===== config.mk =====
export PLATFORM = sky130hd
export DESIGN_NAME = bsg_serializer_one
export DESIGN_NICKNAME = d
export VERILOG_FILES = /design/src/rtl/bsg_serializer_one.sv
export SDC_FILE = /design/constraint.sdc
export NUM_CORES = 1
export LEC_CHECK = 0
export ABC_AREA = 1
export CORE_UTILIZATION = 43
export CTS_CLUSTER_DIAMETER = 200
export DETAILED_ROUTE_END_ITERATION = 6
export PLACE_DENSITY = 0.78
export RECOVER_POWER = 100
export REMOVE_ABC_BUFFERS = 1
export SLEW_MARGIN = 20
export SYNTH_ARGS = -nofsm -noshare
export SYNTH_HDL_FRONTEND = slang
export SYNTH_SLANG_ARGS = --single-unit

===== constraint.sdc =====
create_clock -name clk_i -period 1.7 [get_ports clk_i]
set_input_delay 0.17 -clock clk_i [delete_from_list [all_inputs] [get_ports clk_i]]
set_output_delay 0.17 -clock clk_i [all_outputs]
set_load 0.1 [all_outputs]

===== src/rtl/bsg_serializer_one.sv =====
// bsg_serializer_one: captures one word over valid/yumi and
// emits it as ratio_p equal chunks over valid/ready.
module bsg_serializer_one #(
  parameter int width_p     = 16,
  parameter int ratio_p     = 4,
  parameter int msb_first_p = 0
) (
  input  logic                       clk_i,
  input  logic                       reset_i,
  input  logic                       v_i,
  input  logic [width_p-1:0]         data_i,
  output logic                       yumi_o,
  output logic                       v_o,
  output logic [width_p/ratio_p-1:0] data_o,
  output logic                       last_o,
  input  logic                       ready_i
);

  localparam int cw_lp    = width_p / ratio_p;
  localparam int cnt_w_lp = (ratio_p > 1) ? $clog2(ratio_p) : 1;

  typedef enum logic {
    IDLE = 1'b0,
    SEND = 1'b1
  } state_e;

  state_e               state_r, state_n;
  logic [cnt_w_lp-1:0]  cnt_r, cnt_n;
  logic [width_p-1:0]   word_r, word_n;
  logic                 busy, send, done;
  logic [cw_lp-1:0]     chunk_a [ratio_p];

  assign busy   = (state_r == SEND);
  assign v_o    = busy;
  assign last_o = busy & (cnt_r == cnt_w_lp'(ratio_p - 1));
  assign send   = v_o & ready_i;
  assign done   = send & last_o;
  assign yumi_o = v_i & ~reset_i & (~busy | done);

  // Chunk g of the captured word, in the configured order.
  for (genvar g = 0; g < ratio_p; g++) begin : g_chunk
    if (msb_first_p != 0) begin : g_msb
      assign chunk_a[g] = word_r[width_p-1-g*cw_lp -: cw_lp];
    end else begin : g_lsb
      assign chunk_a[g] = word_r[g*cw_lp +: cw_lp];
    end
  end

  assign data_o = chunk_a[cnt_r];

  // State register; reset discards any partially sent word.
  always_ff @(posedge clk_i) begin
    if (reset_i) begin
      state_r <= IDLE;
      cnt_r   <= '0;
      word_r  <= '0;
    end else begin
      state_r <= state_n;
      cnt_r   <= cnt_n;
      word_r  <= word_n;
    end
  end

  // Next state: capture on idle or on the last chunk leaving.
  always_comb begin
    state_n = state_r;
    cnt_n   = cnt_r;
    word_n  = word_r;
    unique case (state_r)
      IDLE: begin
        if (v_i) begin
          word_n  = data_i;
          cnt_n   = '0;
          state_n = SEND;
        end
      end
      SEND: begin
        if (done) begin
          cnt_n = '0;
          if (v_i) begin
            word_n = data_i;
          end else begin
            state_n = IDLE;
          end
        end else if (send) begin
          cnt_n = cnt_r + 1'b1;
        end
      end
      default: state_n = IDLE;
    endcase
    if (ratio_p == 1) begin
      cnt_n = '0;
    end
  end

endmodule


# [Word-level counts from Yosys, hierarchy flattened]
# Cells that the tools add are included.
[word_totals] wordCells=32 mem_bits_ro=0 ramBits=0 latch_bits=0 reg_bits=19 mem_count=0
[op_classes] magnitude_cmp=1 mul=0 muxes=13 n_bitwise=9 eq_ne=4 n_reduce_logical=1 n_addsub=1 div_mod_pow=0 shift=0
[op_table] operator="$mux W16" n=2
[op_table] operator="$pmux W16 S2" n=1
[op_table] operator="$bmux W4 S2" n=1
[op_table] operator="$mux W4" n=2
[op_table] operator="$mux W2" n=3
[op_table] operator="$and A1 B1 Y1" n=5
[op_table] operator="$pmux W2 S2" n=1
[op_table] operator="$ge A3 B3 Y1 const B" n=1
[op_table] operator="$ne A3 B1 Y1 const B" n=1
[op_table] operator="$not A2 Y3" n=1
[op_table] operator="$add A2 B1 Y2 const B" n=1
[op_table] operator="$eq A2 B2 Y1 const B" n=1
[op_table] operator="$mux W1" n=2
[op_table] operator="$ne A2 B1 Y1 const B" n=1
[op_table] operator="$ne A2 B2 Y1 const B" n=1
[op_table] operator="$not A1 Y1" n=2
[op_table] operator="$pmux W1 S2" n=1
[op_table] operator="$reduce_and A2 Y1" n=1
[op_table] operator="$or A1 B1 Y1" n=1

# [Longest topological paths before layout]
# Gate-level depths: netlist (run 1).
[logic_depth] ltp_word=5 ltp_mapped=7

# [Worst setup path after synthesis (run 1)]
# OpenSTA, ideal clock, no wires.
[synth_path] kind="register to output" from="register state_r (netlist: v_o)" to="output port yumi_o" path_buffers=1 stages_incl_launch_ff=5 t_arrival_ns=2.395 t_required_ns=1.530 path_slack_ns=-0.865 path_cell_list="dfxtp_1 -> nand2_4 -> buf_6 -> nand2_1 -> nor2_1"
[synth_between] elab_chain_len=4 word_cells_on_any_way=6 classes_between="6 x bitwise"
[synth_rtl] item="start, declared" line="27" text="state_e state_r, state_n;"
[synth_rtl] item="start signal, assigned" line="58" text="state_r <= state_n;"
[synth_rtl] item="$and A1 B1 Y1 (on tied branches)" line="36, 35"
[synth_rtl] item="$and A1 B1 Y1" line="37" text="assign done = send & last_o;"
[synth_rtl] item="$or A1 B1 Y1 *" line="38" text="assign yumi_o = v_i & ~reset_i & (~busy | done);"
[synth_rtl] item="$and A1 B1 Y1 *" line="38"
[synth_rtl] item="end, declared" line="12" text="output logic yumi_o,"
# Mark *: on every way between the ends. The rest lies on a longest branch, timed or not.

# [Worst setup path in the final report (run 1)]
[layout_path] from="register cnt_r[1]" to="output port yumi_o"
[layout_between] elab_chain_len=5
[layout_rtl] item="start, declared" line="28" text="logic [cnt_w_lp-1:0] cnt_r, cnt_n;"
[layout_rtl] item="start signal, assigned" line="59" text="cnt_r <= cnt_n;"
[layout_rtl] item="$eq A2 B2 Y1" line="35" text="assign last_o = busy & (cnt_r == cnt_w_lp'(ratio_p - 1));"
[layout_rtl] item="$and A1 B1 Y1" line="35"
[layout_rtl] item="$and A1 B1 Y1" line="37"
[layout_rtl] item="$or A1 B1 Y1" line="38"
[layout_rtl] item="$and A1 B1 Y1" line="38"
# No other way between the ends.

==> key figures, run 1 <==
Die
  – Core ar.: 0.00225 sq mm
  – Chip Height: 51.6 um
  – Die width: 51.6 um
  – IO Pins: 27
  – Core Rows: 17
  – Die area: 0.00266 sq mm
  – Starting Density: 46.9%

Logic synthesis
  – Sequential share of the synthesized area: 36.0%
  – Post-synth top area share: 36.0%
  – Mux cell area share after synthesis: 0%
  – Synthesized area: 0.00106 sq mm
  – Post-Syn Instances: 159
  – Yosys warns: 0
  – Post-Synth Adder-Cell Area: 1.18%
  – Compound-gate portion of the synthesized area: 15.6%
  – Xor and xnor area share after synthesis: 0%
  – Synth top area cells: dfxtp_1 (36%), nand2_1 (11%), a21oi_1 (11%)
  – Largest family of logic cells by synthesized area: simple AND/OR/NAND/NOR gates
  – Library cells used by synthesis: 16
  – Mapped Avg Cell Area: 6.65 sq um
  – #FFs+latches synth: 19
  – Area share of and/or/nand/nor cells after synthesis: 27.9%
  – Cell accounting for the most synthesized area: dfxtp_1

Timing
  – Fin worst setup slack: 0.105 ns
  – Setup_tns: 0 ns
  – Final Max Slew Viols: 0
  – Min Tclk post-route: 1.59 ns
  – Clock skew: 0.00556 ns
  – Hold Vio Cnt, Final: 0
  – RSZ-0062 raised after global routing: no
  – Slew Limit Headroom: 64.0%
  – F_max: 0.627 GHz
  – Final period util: 93.8%
  – Final Hold Slack: 0.485 ns
  – Worst Tran Pin Value: 0.542 ns
  – Final setup viols: 0

Finish
  – Multi-input logic area: 480 sq um
  – Layout area overhead: 25.8%
  – Number of non-filler instances in the completed layout: 211
  – Nets@finish: 205
  – Most frequent cells in the layout: nand2_1 (30), inv_1 (29), a21oi_1 (23)
  – Fill count: 222
  – Seq. cell area: 383 sq um
  – Most common cell after layout, fill and taps aside: nand2_1
  – Ant. Diodes: 0
  – Fraction of layout cells with a size suffix above 1: 12.6%

Clock network
  – CTS max path bufs: 2
  – Clock Sinks: 19
  – Clk pin slew, worst setup/hold paths: 0.11 ns
  – Clock Tree Root: clkbuf_4
  – TritonCTS clock tree: yes
  – # H-tree levels: 1
  – Total CTS buffers: 3
  – Worst skew pair latency: 0.30 ns

Placed design
  – Placed Cells: 207
  – Post-DP HPWL: 1680 um
  – Number of port buffers: 26
  – Gpl congestion: 0.782
  – Pre-CTS WS: 0.203 ns

Min path
  – Hold Path Class: primary input to register

Routing
  – Remaining DRCs: 0
  – DRT Pass-1 Iters: 4
  – Vias: 1032
  – WL per Instance: 11.1 um
  – Starting DRC count in detailed routing: 25
  – Avg Vias per Cell: 4.89
  – Routed Wire Length: 2340 um
  – Post-route ant nets: 0

Run
  – Max-cap viol count: 0

GRT
  – Initial antenna violation count: 0
  – Total grt overflow: 0
  – Largest net degree at the start of global routing: 30
  – GRT Overall Usage: 20.7%
  – First-pass GRT wire length: 4080 um
  – Vias in the first global route: 952

Run status
  – Status: completed

Worst setup path
  – Critical path class: register to output pin
  – CP endpoint kind: output pin
  – Worst path max stage delay: 0.35 ns
  – Crit path cell chain: ha_2, nand2_2, nand2_4, nand2_1, nor2_2, buf_6
  – Worst-path maximum fanout: 6
  – Worst endpoint required time: 1.53 ns
  – CP max stage cell: dfxtp_2
  – Setup crit start kind: register
  – Crit path arrival time: 1.42 ns

Power
  – Leakage: 0.645 nW
  – Pwr Density: 796 mW/mm^2
  – Worst IR Drop VDD: 509 uV
-- layout make-up --
cell class / instances / share of cell area (%)
clock buffers: 4 / 1.98
inverters: 29 / 8.18
multi-input cells: 100 / 36.1
flip-flops and latches: 19 / 28.8
well taps: 28 / 2.63
repair buffers: 31 / 22.3
-- timing repair --
item	CTS	global route
setup endpoints to repair	0	1
hold buffers	0	0
buffers inserted	0	0
resized for setup	0	5
-- sequential cells by signal (all words and copies together) (netlist names) --
signal,cells
v_o,1
word_r,16
cnt_r,2
-- layer usage --
| layer | wire (um) | up-vias | global-route usage [%] |
|---|---|---|---|
| met5 | 0 | - | 0 |
| met4 | 45 | 0 | 10.8 |
| met3 | 71 | 5 | 4.09 |
| met2 | 1240 | 20 | 36.8 |
| met1 | 980 | 468 | 23.0 |
| li1 | - | 539 | - |
-- worst paths after layout --
path | end | from | depth (start not counted) | slack (ns)
worst min register to register | word_r[15]$_SDFFE_PP0P_ | word_r[15]$_SDFFE_PP0P_ | 2 | 0.49
worst max register to register | word_r[12]$_SDFFE_PP0P_ | cnt_r[1]$_SDFFE_PP0P_ | 7 | 0.35
worst max-delay path | yumi_o | cnt_r[1]$_SDFFE_PP0P_ | 6 | 0.11
worst min-delay path | word_r[8]$_SDFFE_PP0P_ | data_i[8] | 5 | 0.49
-- cells in the mapped netlist --
| library cell | instances |
|---|---|
| inv_1 | 29 |
| nand3_2 | 2 |
| dfxtp_1 | 19 |
| nor2_1 | 18 |
| clkbuf_8 | 1 |
| nand2_1 | 31 |
| ha_1 | 1 |
| clkbuf_1 | 1 |
| o211ai_1 | 4 |
| a21oi_1 | 23 |
| buf_4 | 3 |
| buf_2 | 2 |
| nand2_4 | 1 |
| nand3_1 | 16 |
| o21ai_0 | 4 |
| buf_6 | 4 |
-- critical path, delay by kind of cell, from the launching register on --
kind / cells / cell delay (ns)
simple gates: 4 / 0.33
buf+inv: 1 / 0.23
flops: 1 / 0.35
fa+ha+maj: 1 / 0.20
-- power breakdown --
group | leakage [nW] | total [mW] | internal, mW | switching (mW)
Combinational | 0.472 | 0.328 | 0.117 | 0.212
Sequential | 0.158 | 0.497 | 0.478 | 0.0187
Clock | 0.0150 | 0.233 | 0.0915 | 0.142
Total | 0.645 | 1.06 | 0.687 | 0.372
-- per-stage QoR --
step                      util (%)  total power, mW  area [sq um]
after floorplan                  -            0.713           962
after global placement        60.5            0.859          1370
after detailed placement      60.5            0.869          1370
after CTS                     61.7             1.10          1390
after global routing          59.0             1.12          1330
final                         59.0             1.06          1330
-- logic make-up (layout without fill, tap and decap cells) --
kind of cell,after synthesis,after routing
flops,19,19
simple gates,68,68
fa+ha+maj,1,1
buf+inv,40,64
compound gates,31,31
Power figures use the tool's default switching activity.
==> run 2: changes to the inputs <==
CTS_CLUSTER_DIAMETER = 30   (was 200)
CTS_CLUSTER_SIZE = 14   (was not set)
==> results of run 2 <==
Same layout as run 1: the final DEF is identical, and so are final timing and power.
==> run 3: changes to the inputs <==
CORE_ASPECT_RATIO = 0.7   (was not set)
==> run 3 against run 2 <==
Net effect:
- combinational power is 1% higher
- critical path type unchanged
- clock skew is 0.0042 ns lower
- via count grew 0.19%
- sequential cell count did not move
- sequential share of layout area shrank 0.32 points
- wire length shrank 5.8%
- critical endpoint unchanged
- first-iteration DRC count increased by 120%
- final cell count increased by 2.8%
==> key figures, run 3 (synthesized netlist as in run 1, its figures left out) <==
Worst setup path
  – CP endpoint kind: output pin
  – Setup crit start kind: register
  – Crit path arrival time: 1.40 ns
  – Worst endpoint required time: 1.53 ns
  – Critical path class: register to output pin
  – Worst-path maximum fanout: 5

GRT
  – Largest net degree at the start of global routing: 26
  – GRT Overall Usage: 18.2%
  – First-pass GRT wire length: 3540 um
  – Initial antenna violation count: 0
  – Vias in the first global route: 852
  – Total grt overflow: 0

Timing
  – Worst Tran Pin Value: 0.542 ns
  – Final period util: 92.4%
  – Setup_tns: 0 ns
  – Hold Vio Cnt, Final: 0
  – F_max: 0.637 GHz
  – Slew Limit Headroom: 64.0%
  – Final Max Slew Viols: 0
  – RSZ-0062 raised after global routing: no
  – Final setup viols: 0
  – Min Tclk post-route: 1.57 ns
  – Clock skew: 0.00140 ns

Placed design
  – Number of port buffers: 26
  – Placed Cells: 211
  – Post-DP HPWL: 1540 um
  – Gpl congestion: 0.807

Run status
  – Status: completed

Power
  – Leakage: 0.651 nW
  – Tot Pwr: 1.06 mW
  – Pwr Density: 786 mW/mm^2
  – Worst IR Drop VDD: 401 uV

Die
  – Starting Density: 47.2%
  – Core ar.: 0.00224 sq mm
  – Core Rows: 14
  – IO Pins: 27
  – Die width: 61.3 um
  – Chip Height: 43.5 um
  – Die area: 0.00266 sq mm

Routing
  – Routed Wire Length: 2200 um
  – Remaining DRCs: 0
  – Avg Vias per Cell: 4.76
  – Post-route ant nets: 0
  – Vias: 1034
  – Starting DRC count in detailed routing: 55
  – WL per Instance: 10.1 um
  – DRT Pass-1 Iters: 4

Finish
  – Ant. Diodes: 0
  – Nets@finish: 207
  – Most common cell after layout, fill and taps aside: nand2_1
  – Fraction of layout cells with a size suffix above 1: 11.9%
  – Layout area overhead: 27.2%
  – Most frequent cells in the layout: nand2_1 (31), inv_1 (29), a21oi_1 (23)
  – Top reg by flops: word_r
  – Number of non-filler instances in the completed layout: 217
  – Layout Utilization: 60.0%
  – Max reg flops: 16

Clock network
  – Total CTS buffers: 3
  – Clock Tree Root: clkbuf_4
  – Worst skew pair latency: 0.30 ns
  – CTS max path bufs: 2
  – Clk pin slew, worst setup/hold paths: 0.10 ns
  – TritonCTS clock tree: yes
  – Clock Sinks: 19
  – # H-tree levels: 1

Run
  – Max-cap viol count: 0

Min path
  – Hold Path Class: register to register
[run 3: where the power goes]
part / switching, mW / internal, mW / total, mW / leakage (nW)
combinational: 0.211 / 0.121 / 0.332 / 0.478
clock: 0.137 / 0.0916 / 0.229 / 0.0150
sequential: 0.0180 / 0.478 / 0.496 / 0.158
total: 0.367 / 0.691 / 1.06 / 0.651
[run 3: per-layer routing]
layer,vias up,part of all wire [%],global-route usage [%]
li1,546,-,-
met3,3,6.9,6.27
met2,30,46,30.0
met1,455,46,23.0
met4,0,0.77,4.09
met5,-,0,0
[run 3: path summary, 6_finish.rpt]
check | start | slack, ns | endpoint | cells after the start
worst max register to register | cnt_r[0]$_SDFFE_PP0P_ | 0.24 | word_r[13]$_SDFFE_PP0P_ | 7
worst max-delay path | cnt_r[0]$_SDFFE_PP0P_ | 0.13 | yumi_o | 6
worst min-delay path | word_r[12]$_SDFFE_PP0P_ | 0.49 | word_r[12]$_SDFFE_PP0P_ | 2
worst min register to register | word_r[12]$_SDFFE_PP0P_ | 0.49 | word_r[12]$_SDFFE_PP0P_ | 2
[run 3: area by class of cell]
| class | instances | area (sq um) |
|---|---|---|
| inverter | 29 | 109 |
| timing repair buffer | 33 | 314 |
| multi-input combinational | 100 | 473 |
| clock buffer | 4 | 26.3 |
| tap | 32 | 40.0 |
| sequential | 19 | 383 |
| fill | 235 | 897 |
[run 3: timing repair]
item	4_1_cts	5_1_grt
buffers inserted	0	2
endpoints found under the setup margin	0	1
resized for setup	0	4
hold buffers	0	0
[run 3: metrics by stage]
stage	hold slack, ns	setup slack, ns	cell area [sq um]
final	0.488	0.130	1350
after global routing	0.464	0.0169	1350
after CTS	0.476	0.0107	1400
after detailed placement	0.468	0.223	1370
after global placement	0.457	0.246	1370
after floorplan	0.239	-0.935	962
[run 3: critical path, cell delays in order, from the launching register on]
cell	delay, ns
dfxtp_2	0.34
ha_2	0.18
nand2_1	0.09
nand2_4	0.08
nand2_1	0.06
nor2_2	0.15
buf_12	0.19
